--- config.mk ---
export PLATFORM = sky130hd
export DESIGN_NAME = prg_ram_injector
export DESIGN_NICKNAME = d
export VERILOG_FILES = /design/src/rtl/prg_ram_injector.sv
export SDC_FILE = /design/constraint.sdc
export NUM_CORES = 1
export LEC_CHECK = 0
export ABC_AREA = 1
export ABC_CLOCK_PERIOD_IN_PS = 5900
export BUFFER_PORTS_ARGS = -buffer_cell sky130_fd_sc_hd__buf_2
export CAP_MARGIN = 20
export CORE_UTILIZATION = 60
export DETAILED_ROUTE_END_ITERATION = 7
export HOLD_SLACK_MARGIN = 0.08
export PLACE_DENSITY = 0.84
export REMOVE_ABC_BUFFERS = 1
export SLEW_MARGIN = 20
export SYNTH_ARGS = -nofsm -noshare
export SYNTH_HDL_FRONTEND = slang
export SYNTH_SLANG_ARGS = --single-unit
--- constraint.sdc ---
create_clock -name clk -period 5.9 [get_ports clk]
set_input_delay 0.59 -clock clk [delete_from_list [all_inputs] [get_ports clk]]
set_output_delay 0.59 -clock clk [all_outputs]
set_load 0.1 [all_outputs]
--- src/rtl/prg_ram_injector.sv ---
// prg_ram_injector: strips the PRG load-address header and writes the payload into main RAM.
// Optional PRG_BASIC_PTR_EN: after the payload, patch VARTAB/ARYTAB/STREND with the end address.
module prg_ram_injector #(
    parameter int unsigned ACK_TIMEOUT = 255,
    parameter logic [7:0]  PTR_BASE    = 8'h2D
) (
    input  logic        clk,
    input  logic        reset,
    input  logic        ioctl_download,
    input  logic        load_prg,
    input  logic [22:0] ioctl_addr,
    input  logic [7:0]  ioctl_data,
    input  logic        ioctl_wr,
    output logic        ioctl_wait,
    output logic [15:0] ram_addr,
    output logic [7:0]  ram_dout,
    output logic        ram_we,
    input  logic        ram_ack,
    output logic        busy,
    output logic        done,
    output logic [15:0] end_addr,
    output logic        err
);

    typedef enum logic [2:0] {
        IDLE,
        HDR,
        DATA,
        WRITE,
`ifdef PRG_BASIC_PTR_EN
        PTR,
`endif
        FIN
    } state_t;

`ifdef PRG_BASIC_PTR_EN
    localparam state_t EXIT = PTR;
`else
    localparam state_t EXIT = FIN;
`endif

    localparam logic [31:0] TMO_LAST = ACK_TIMEOUT - 1;

    state_t      state_q;
    logic        sess_q;
    logic        wrote_q;
    logic [15:0] load_q;
    logic [31:0] tmo_q;
`ifdef PRG_BASIC_PTR_EN
    logic [2:0]  ptr_idx_q;
`endif

    logic        sess_d;
    logic        wr_ok_d;
    logic [23:0] tgt_d;
    logic        wrap_d;
    logic        tmo_hit_d;

    assign sess_d    = ioctl_download & load_prg;
    assign wr_ok_d   = ioctl_wr & sess_d;
    // 24-bit sum so anything past $FFFF (or an offset below 2) shows in the top byte
    assign tgt_d     = {8'h00, load_q} + {1'b0, ioctl_addr} - 24'd2;
    assign wrap_d    = tgt_d[23:16] != 8'h00;
    assign tmo_hit_d = (ACK_TIMEOUT != 0) && (tmo_q == TMO_LAST);

    always_ff @(posedge clk or posedge reset) begin
        if (reset) begin
            state_q    <= IDLE;
            sess_q     <= 1'b0;
            wrote_q    <= 1'b0;
            load_q     <= '0;
            tmo_q      <= '0;
            ioctl_wait <= 1'b0;
            ram_addr   <= '0;
            ram_dout   <= '0;
            ram_we     <= 1'b0;
            busy       <= 1'b0;
            done       <= 1'b0;
            end_addr   <= '0;
            err        <= 1'b0;
`ifdef PRG_BASIC_PTR_EN
            ptr_idx_q  <= '0;
`endif
        end else begin
            sess_q <= sess_d;
            done   <= 1'b0;
            unique case (state_q)
                IDLE: begin
                    if (sess_d && !sess_q) begin
                        state_q   <= HDR;
                        busy      <= 1'b1;
                        err       <= 1'b0;
                        wrote_q   <= 1'b0;
`ifdef PRG_BASIC_PTR_EN
                        ptr_idx_q <= '0;
`endif
                    end
                end
                HDR: begin
                    if (!ioctl_download) begin
                        err     <= 1'b1;
                        state_q <= FIN;
                    end else if (wr_ok_d && ioctl_addr == 23'd0) begin
                        load_q[7:0] <= ioctl_data;
                    end else if (wr_ok_d && ioctl_addr == 23'd1) begin
                        load_q[15:8] <= ioctl_data;
                        state_q      <= DATA;
                    end
                end
                DATA: begin
                    if (!ioctl_download) begin
                        state_q <= EXIT;
                    end else if (wr_ok_d) begin
                        if (wrap_d) begin
                            err <= 1'b1;
                        end else begin
                            ram_addr   <= tgt_d[15:0];
                            ram_dout   <= ioctl_data;
                            ram_we     <= 1'b1;
                            ioctl_wait <= 1'b1;
                            tmo_q      <= '0;
                            state_q    <= WRITE;
                        end
                    end
                end
                WRITE: begin
                    if (wr_ok_d) err <= 1'b1;
                    if (ram_ack) begin
                        ram_we     <= 1'b0;
                        ioctl_wait <= 1'b0;
                        end_addr   <= ram_addr + 16'd1;
                        wrote_q    <= 1'b1;
                        state_q    <= DATA;
                    end else if (tmo_hit_d) begin
                        ram_we     <= 1'b0;
                        ioctl_wait <= 1'b0;
                        err        <= 1'b1;
                        state_q    <= DATA;
                    end else begin
                        tmo_q <= tmo_q + 32'd1;
                    end
                end
`ifdef PRG_BASIC_PTR_EN
                PTR: begin
                    if (!ram_we) begin
                        if (err || !wrote_q || ptr_idx_q == 3'd6) begin
                            state_q <= FIN;
                        end else begin
                            ram_addr <= {8'h00, PTR_BASE + {5'b0, ptr_idx_q}};
                            ram_dout <= ptr_idx_q[0] ? end_addr[15:8] : end_addr[7:0];
                            ram_we   <= 1'b1;
                            tmo_q    <= '0;
                        end
                    end else if (ram_ack) begin
                        ram_we    <= 1'b0;
                        ptr_idx_q <= ptr_idx_q + 3'd1;
                    end else if (tmo_hit_d) begin
                        ram_we <= 1'b0;
                        err    <= 1'b1;
                    end else begin
                        tmo_q <= tmo_q + 32'd1;
                    end
                end
`endif
                FIN: begin
                    done    <= !err;
                    busy    <= 1'b0;
                    state_q <= IDLE;
                end
                default: state_q <= IDLE;
            endcase
        end
    end

endmodule

Yosys cells after proc, flatten, opt, wreduce, memory -nomap -nowiden
Index checks and enable logic that the tools add are counted.
{"block": "op_classes", "n_addsub": 4, "eq_ne": 19, "muxes": 34, "n_bitwise": 4, "reduce_logical": 20}
{"op": "$mux 32", "n": 5}
{"op": "$pmux 32 s2", "n": 1}
{"op": "$add 32x1->32 const B", "n": 1}
{"op": "$eq 32x8->1 const B", "n": 1}
{"op": "$mux 3", "n": 9}
{"op": "$add 16x23->24", "n": 1}
{"op": "$sub 24x2->24 const B", "n": 1}
{"op": "$eq 23x1->1 const B", "n": 1}
{"op": "$logic_not 23->1", "n": 1}
{"op": "$reduce_and 6->1", "n": 3}
{"op": "$add 16x1->16 const B", "n": 1}
{"op": "$ne 2x2->1 const B", "n": 8}
{"op": "$mux 1", "n": 15}
{"op": "$ne 3x3->1 const B", "n": 5}
{"op": "$pmux 3 s4", "n": 1}
{"op": "$reduce_and 4->1", "n": 2}
{"op": "$reduce_bool 8->1", "n": 1}
{"op": "$eq 3x2->1 const B", "n": 2}
{"op": "$reduce_and 5->1", "n": 1}
{"op": "$pmux 1 s2", "n": 2}
{"op": "$pmux 1 s4", "n": 1}
{"op": "$reduce_and 2->1", "n": 2}
{"op": "$reduce_bool 2->1", "n": 2}
{"op": "$reduce_bool 4->1", "n": 1}
{"op": "8 further kinds", "n": 13}
{"block": "totals", "ff_bits": 96, "inputBits": 37, "word_cells": 93}

Depth between registers and ports, before layout
{"block": "logic_depth", "word_depth": 7, "depth_mapped": 24, "mapped_depth_nobuf": 23}

Worst setup path before layout
OpenSTA, ideal clock, no wires.
{"block": "synth_timing", "path_type": "input-to-reg", "from": "input port ioctl_addr[1]", "to": "register ram_addr[2]", "setup_time_ns": 0.123, "arrival_time_ns": 2.952, "path_slack_ns": 2.826, "path_stages": 23, "n_path_buf": 1, "path_cell_list": "inv_1 ha_1 inv_1 ha_1 inv_1 fa_1 inv_1 nand3_1 nand3_1 nand2_1 nand2_1 nand2_1 nand3_1 nand2_1 inv_1 nand2_1 nor2_2 nand2_2 inv_4 nand3_2 buf_2 nand2_1 nand2_1"}
{"block": "synth_between", "elab_chain_len": 5}
{"item": "start, declared", "line": "11", "rtl": "input logic [22:0] ioctl_addr,"}
{"item": "$add 16x23->24 *", "line": "62", "rtl": "assign tgt_d = {8'h00, load_q} + {1'b0, ioctl_addr} - 24'd2;"}
{"item": "$sub 24x2->24 *", "line": "62"}
{"item": "$reduce_bool 8->1", "line": "63", "rtl": "assign wrap_d = tgt_d[23:16] != 8'h00;"}
{"item": "$not 1->1 (no line)"}
{"item": "$reduce_and 4->1 (no line)"}
{"item": "end signal, assigned", "line": "117", "rtl": "ram_addr <= tgt_d[15:0];"}
{"item": "end, declared", "line": "15", "rtl": "output logic [15:0] ram_addr,"}
Every way passes the cells marked *; elsewhere a longest branch is shown, timed or not.
A chain may end at the register's enable or synchronous reset.

Final worst setup path
{"block": "layout_timing", "from": "register state_q[2]", "to": "register tmo_q[11]"}
{"block": "layout_between", "elab_chain_len": 3}
{"item": "start, declared", "line": "44", "rtl": "state_t state_q;"}
{"item": "start signal, assigned", "line": "68", "rtl": "state_q <= IDLE;"}
{"item": "start signal, assigned", "line": "90", "rtl": "state_q <= HDR;"}
{"item": "start signal, assigned", "line": "102", "rtl": "state_q <= FIN;"}
{"item": "$eq 3x2->1", "line": "87", "rtl": "unique case (state_q)"}
{"item": "$ne 2x2->1 (no line) or $reduce_bool 2->1 (tied branches)"}
{"item": "$reduce_and 6->1 (no line)"}
{"item": "end signal, assigned", "line": "140", "rtl": "tmo_q <= tmo_q + 32'd1;"}
{"item": "end, declared", "line": "48", "rtl": "logic [31:0] tmo_q;"}
Several ways; a longest one is shown, not always the timed one.

==> impl_metrics.json <==
{
  "grt_pass1_vias": 6594,
  "grt_pass1_wl_mm": 31.32,
  "grt_max_degree": 76,
  "dp_slack_ns": 2.082,
  "synth_seq_area_share": 0.3253,
  "fillers": 1083,
  "antenna_found_initial": 0,
  "wl_mm": 18.45,
  "layout-drive-gt1-share": 0.1097,
  "dr_total_vias": 7215,
  "post_cts_buffers": 0,
  "layout_setup_ws_ns": 2.132,
  "p_per_area_mw_per_mm2": 271.6,
  "ys_types": 40,
  "synth_area_mm2": 0.007386,
  "cts_tree": "built",
  "finalPower_mw": 2.214,
  "final_antenna_net_count": 0,
  "overflow": 0,
  "internal_power_mw": 1.238,
  "clkPwrFrac": 0.276,
  "die-area_mm2": 0.01276,
  "cp_max_fo": 36,
  "tightest_slew_ns": 0.9406,
  "area_growth_pct": 10.37,
  "cts_buffers": 9,
  "p_sw_frac": 0.4409,
  "cp_slowest_stage_delay_ns": 0.53,
  "power.switching_uw": 976.1,
  "max_slew_margin": 0.3730,
  "dr.pass1.iters": 5,
  "cp-start-kind": "flip-flop",
  "htree_levels": 3,
  "drt_first_iter_violations": 540,
  "clkTransAtPathRegs_ns": 0.07,
  "fin_nets": 1254,
  "worstSkewPairLatency_ns": 0.36,
  "io_pins": 82,
  "cts.path.max_buffers": 2,
  "viasPerCell": 5.454,
  "gp_congestion": 0.9714,
  "power_leakage_nw": 4.444,
  "die_w_um": 113.0,
  "finalSetupViolations": 0,
  "die_h_um": 113.0,
  "cts_sinks": 96,
  "num_rows": 40,
  "max_cap_viol_count": 0,
  "finalSetupTns_ns": 0,
  "portBuffers": 81,
  "syn_avg_cell_area_um2": 6.678,
  "yosys_warnings": 0,
  "pwr-share-comb": 0.386,
  "hold_buffers": 0,
  "place_hpwl_mm": 14.18,
  "drc_errors": 0,
  "clock_skew_ns": 0.007543,
  "n_antenna_cell": 0,
  "synthTopCellsByArea": "dfrtp_1, nand2_1, inv_1",
  "max_freq_mhz": 265.4,
  "grt_use_met1": 0.4067,
  "crit_chain": "nor2_4 > buf_4 > inv_1 > nor2_2 > inv_2 > nor2_2 > inv_2 > nand2_1 > nor2_2 > buf_4 > nand3_4 > nand2_1 > nand2_1",
  "min_path_type": "input port to async pin",
  "grt_setup_unrepaired": "false",
  "start_util": 0.6149,
  "seqPwrFrac": 0.338,
  "finalMaxSlewViolations": 0,
  "syn_inst": 1106,
  "irDropWorstVdd_mv": 0.2250,
  "cts.repair.resized": 0,
  "use_met3": 0.05517,
  "use_met2": 0.5136,
  "worstSetupPathType": "flip-flop to flip-flop",
  "final.period_utilization": 0.6386,
  "grt-busiest-layer": "met2",
  "fin_crit_ns": 3.768,
  "track_usage": 0.3074,
  "crit_slowest_cell": "nor2_2",
  "cp.arrival_ns": 4.06,
  "synth_top_cell_area_share": 0.3253,
  "required_ns": 6.19,
  "synth_area_leader_cell": "dfrtp_1",
  "ys_ff_latch": 96,
  "crit_path_end_kind": "flip-flop",
  "outcome": "finished clean",
  "wl_per_cell_um": 13.95,
  "hold_viol_final": 0,
  "cts_root_buf": "clkbuf_16",
  "core_mm2": 0.01201
}
[cells in the final DEF, fill, tap and decap left out, types with 23 or more instances in the layout]
cell type / synthesis / routed
nor2_1: 94 / 93
nand2_1: 362 / 362
dfrtp_1: 96 / 96
xor2_1: 23 / 23
o21ai_0: 38 / 38
inv_1: 179 / 178
nand3_1: 41 / 41
a21oi_1: 26 / 26
buf_2: 4 / 81
ha_1: 44 / 44
nand4_1: 76 / 76
[worst max-delay path: cells and delay by family (launching register included)]
family,cells,cell delay [ns]
simple gates,8,1.85
buf+inv,5,1.35
flops,1,0.46
[kinds of logic after synthesis]
group / synth area share
and+or+nand+nor: 0.3825
DFF: 0.3253
adders and majority gates: 0.07725
buffers and inverters: 0.1160
AOI/OAI and AO/OA: 0.05624
xor gates and xnor gates: 0.04269
[synthesized netlist by cell type, drive strengths merged]
cell type and n:
a21oi 26, buf 13, fa 1, a211oi 2, nand4 76, nand3 44
o21bai 2, dfrtp 96, xor2 23, a31oi 4, inv 184, nor3 22
ha 44, nor3b 3, nor2 103, a31o 1, nand3b 4, nand2 365
clkbuf 17, xnor2 13, or2 3, nor4 15, o221a 1, and2 3
o31ai 1, o21ai 38, o22ai 2
[per-stage QoR]
stage,instance area [um^2],std cells,hold WS [ns],utilization
floorplan,7222,1076,0.4530,-
global placement,7846,1308,0.4537,0.6532
detailed placement,7846,1308,0.4585,0.6532
CTS,8152,1323,0.1865,0.6786
global route,8152,1323,0.2000,0.6786
finish,8152,1323,0.1813,0.6786
[power by group through the flow]
stage / sequential [mW] / combinational [mW] / clock [mW]
6_report: 0.748 / 0.855 / 0.611
5_1_grt: 0.756 / 0.931 / 0.640
4_1_cts: 0.748 / 0.849 / 0.613
3_5_place_dp: 0.760 / 0.846 / 0
3_3_place_gp: 0.757 / 0.837 / 0
2_1_floorplan: 1.04 / 0.375 / 0
[worst paths after layout]
check / from / end / slack (ns) / depth (start not counted)
min: reset / end_addr[15] / 0.18 / 2
max: state_q[2] / tmo_q[11] / 2.13 / 13
min in group clk: err / done / 0.47 / 1
max in group asynchronous: reset / load_q[14] / 4.50 / 3
max reg2reg: state_q[2] / tmo_q[11] / 2.13 / 13
min reg2reg: err / done / 0.47 / 1
[sequential cells by signal, indices dropped and copies added, names as in the netlist]
register,flops
busy,1
done,1
end_addr,16
err,1
load_q,16
ram_addr,16
ram_dout,8
ram_we,1
sess_q,1
state_q,3
tmo_q,32
[area by class of cell]
type / count / area (um^2) / share of cell area
repair buffers: 85 / 435.4 / 0.05342
multi-input cells: 796 / 4129 / 0.5065
clock buffers: 11 / 252.7 / 0.03101
flip-flops and latches: 96 / 2402 / 0.2947
inverters: 184 / 695.7 / 0.08534
clock inverters: 4 / 52.55 / 0.006447
well taps: 147 / 183.9 / 0.02256
[per-layer routing]
metal	part of all wire	wire, um	vias up
met4	0.023	425	0
met3	0.062	1145	33
li1	-	-	3665
met1	0.45	8325	3268
met5	0	0	-
met2	0.46	8553	249
Power figures use the tool's default switching activity.
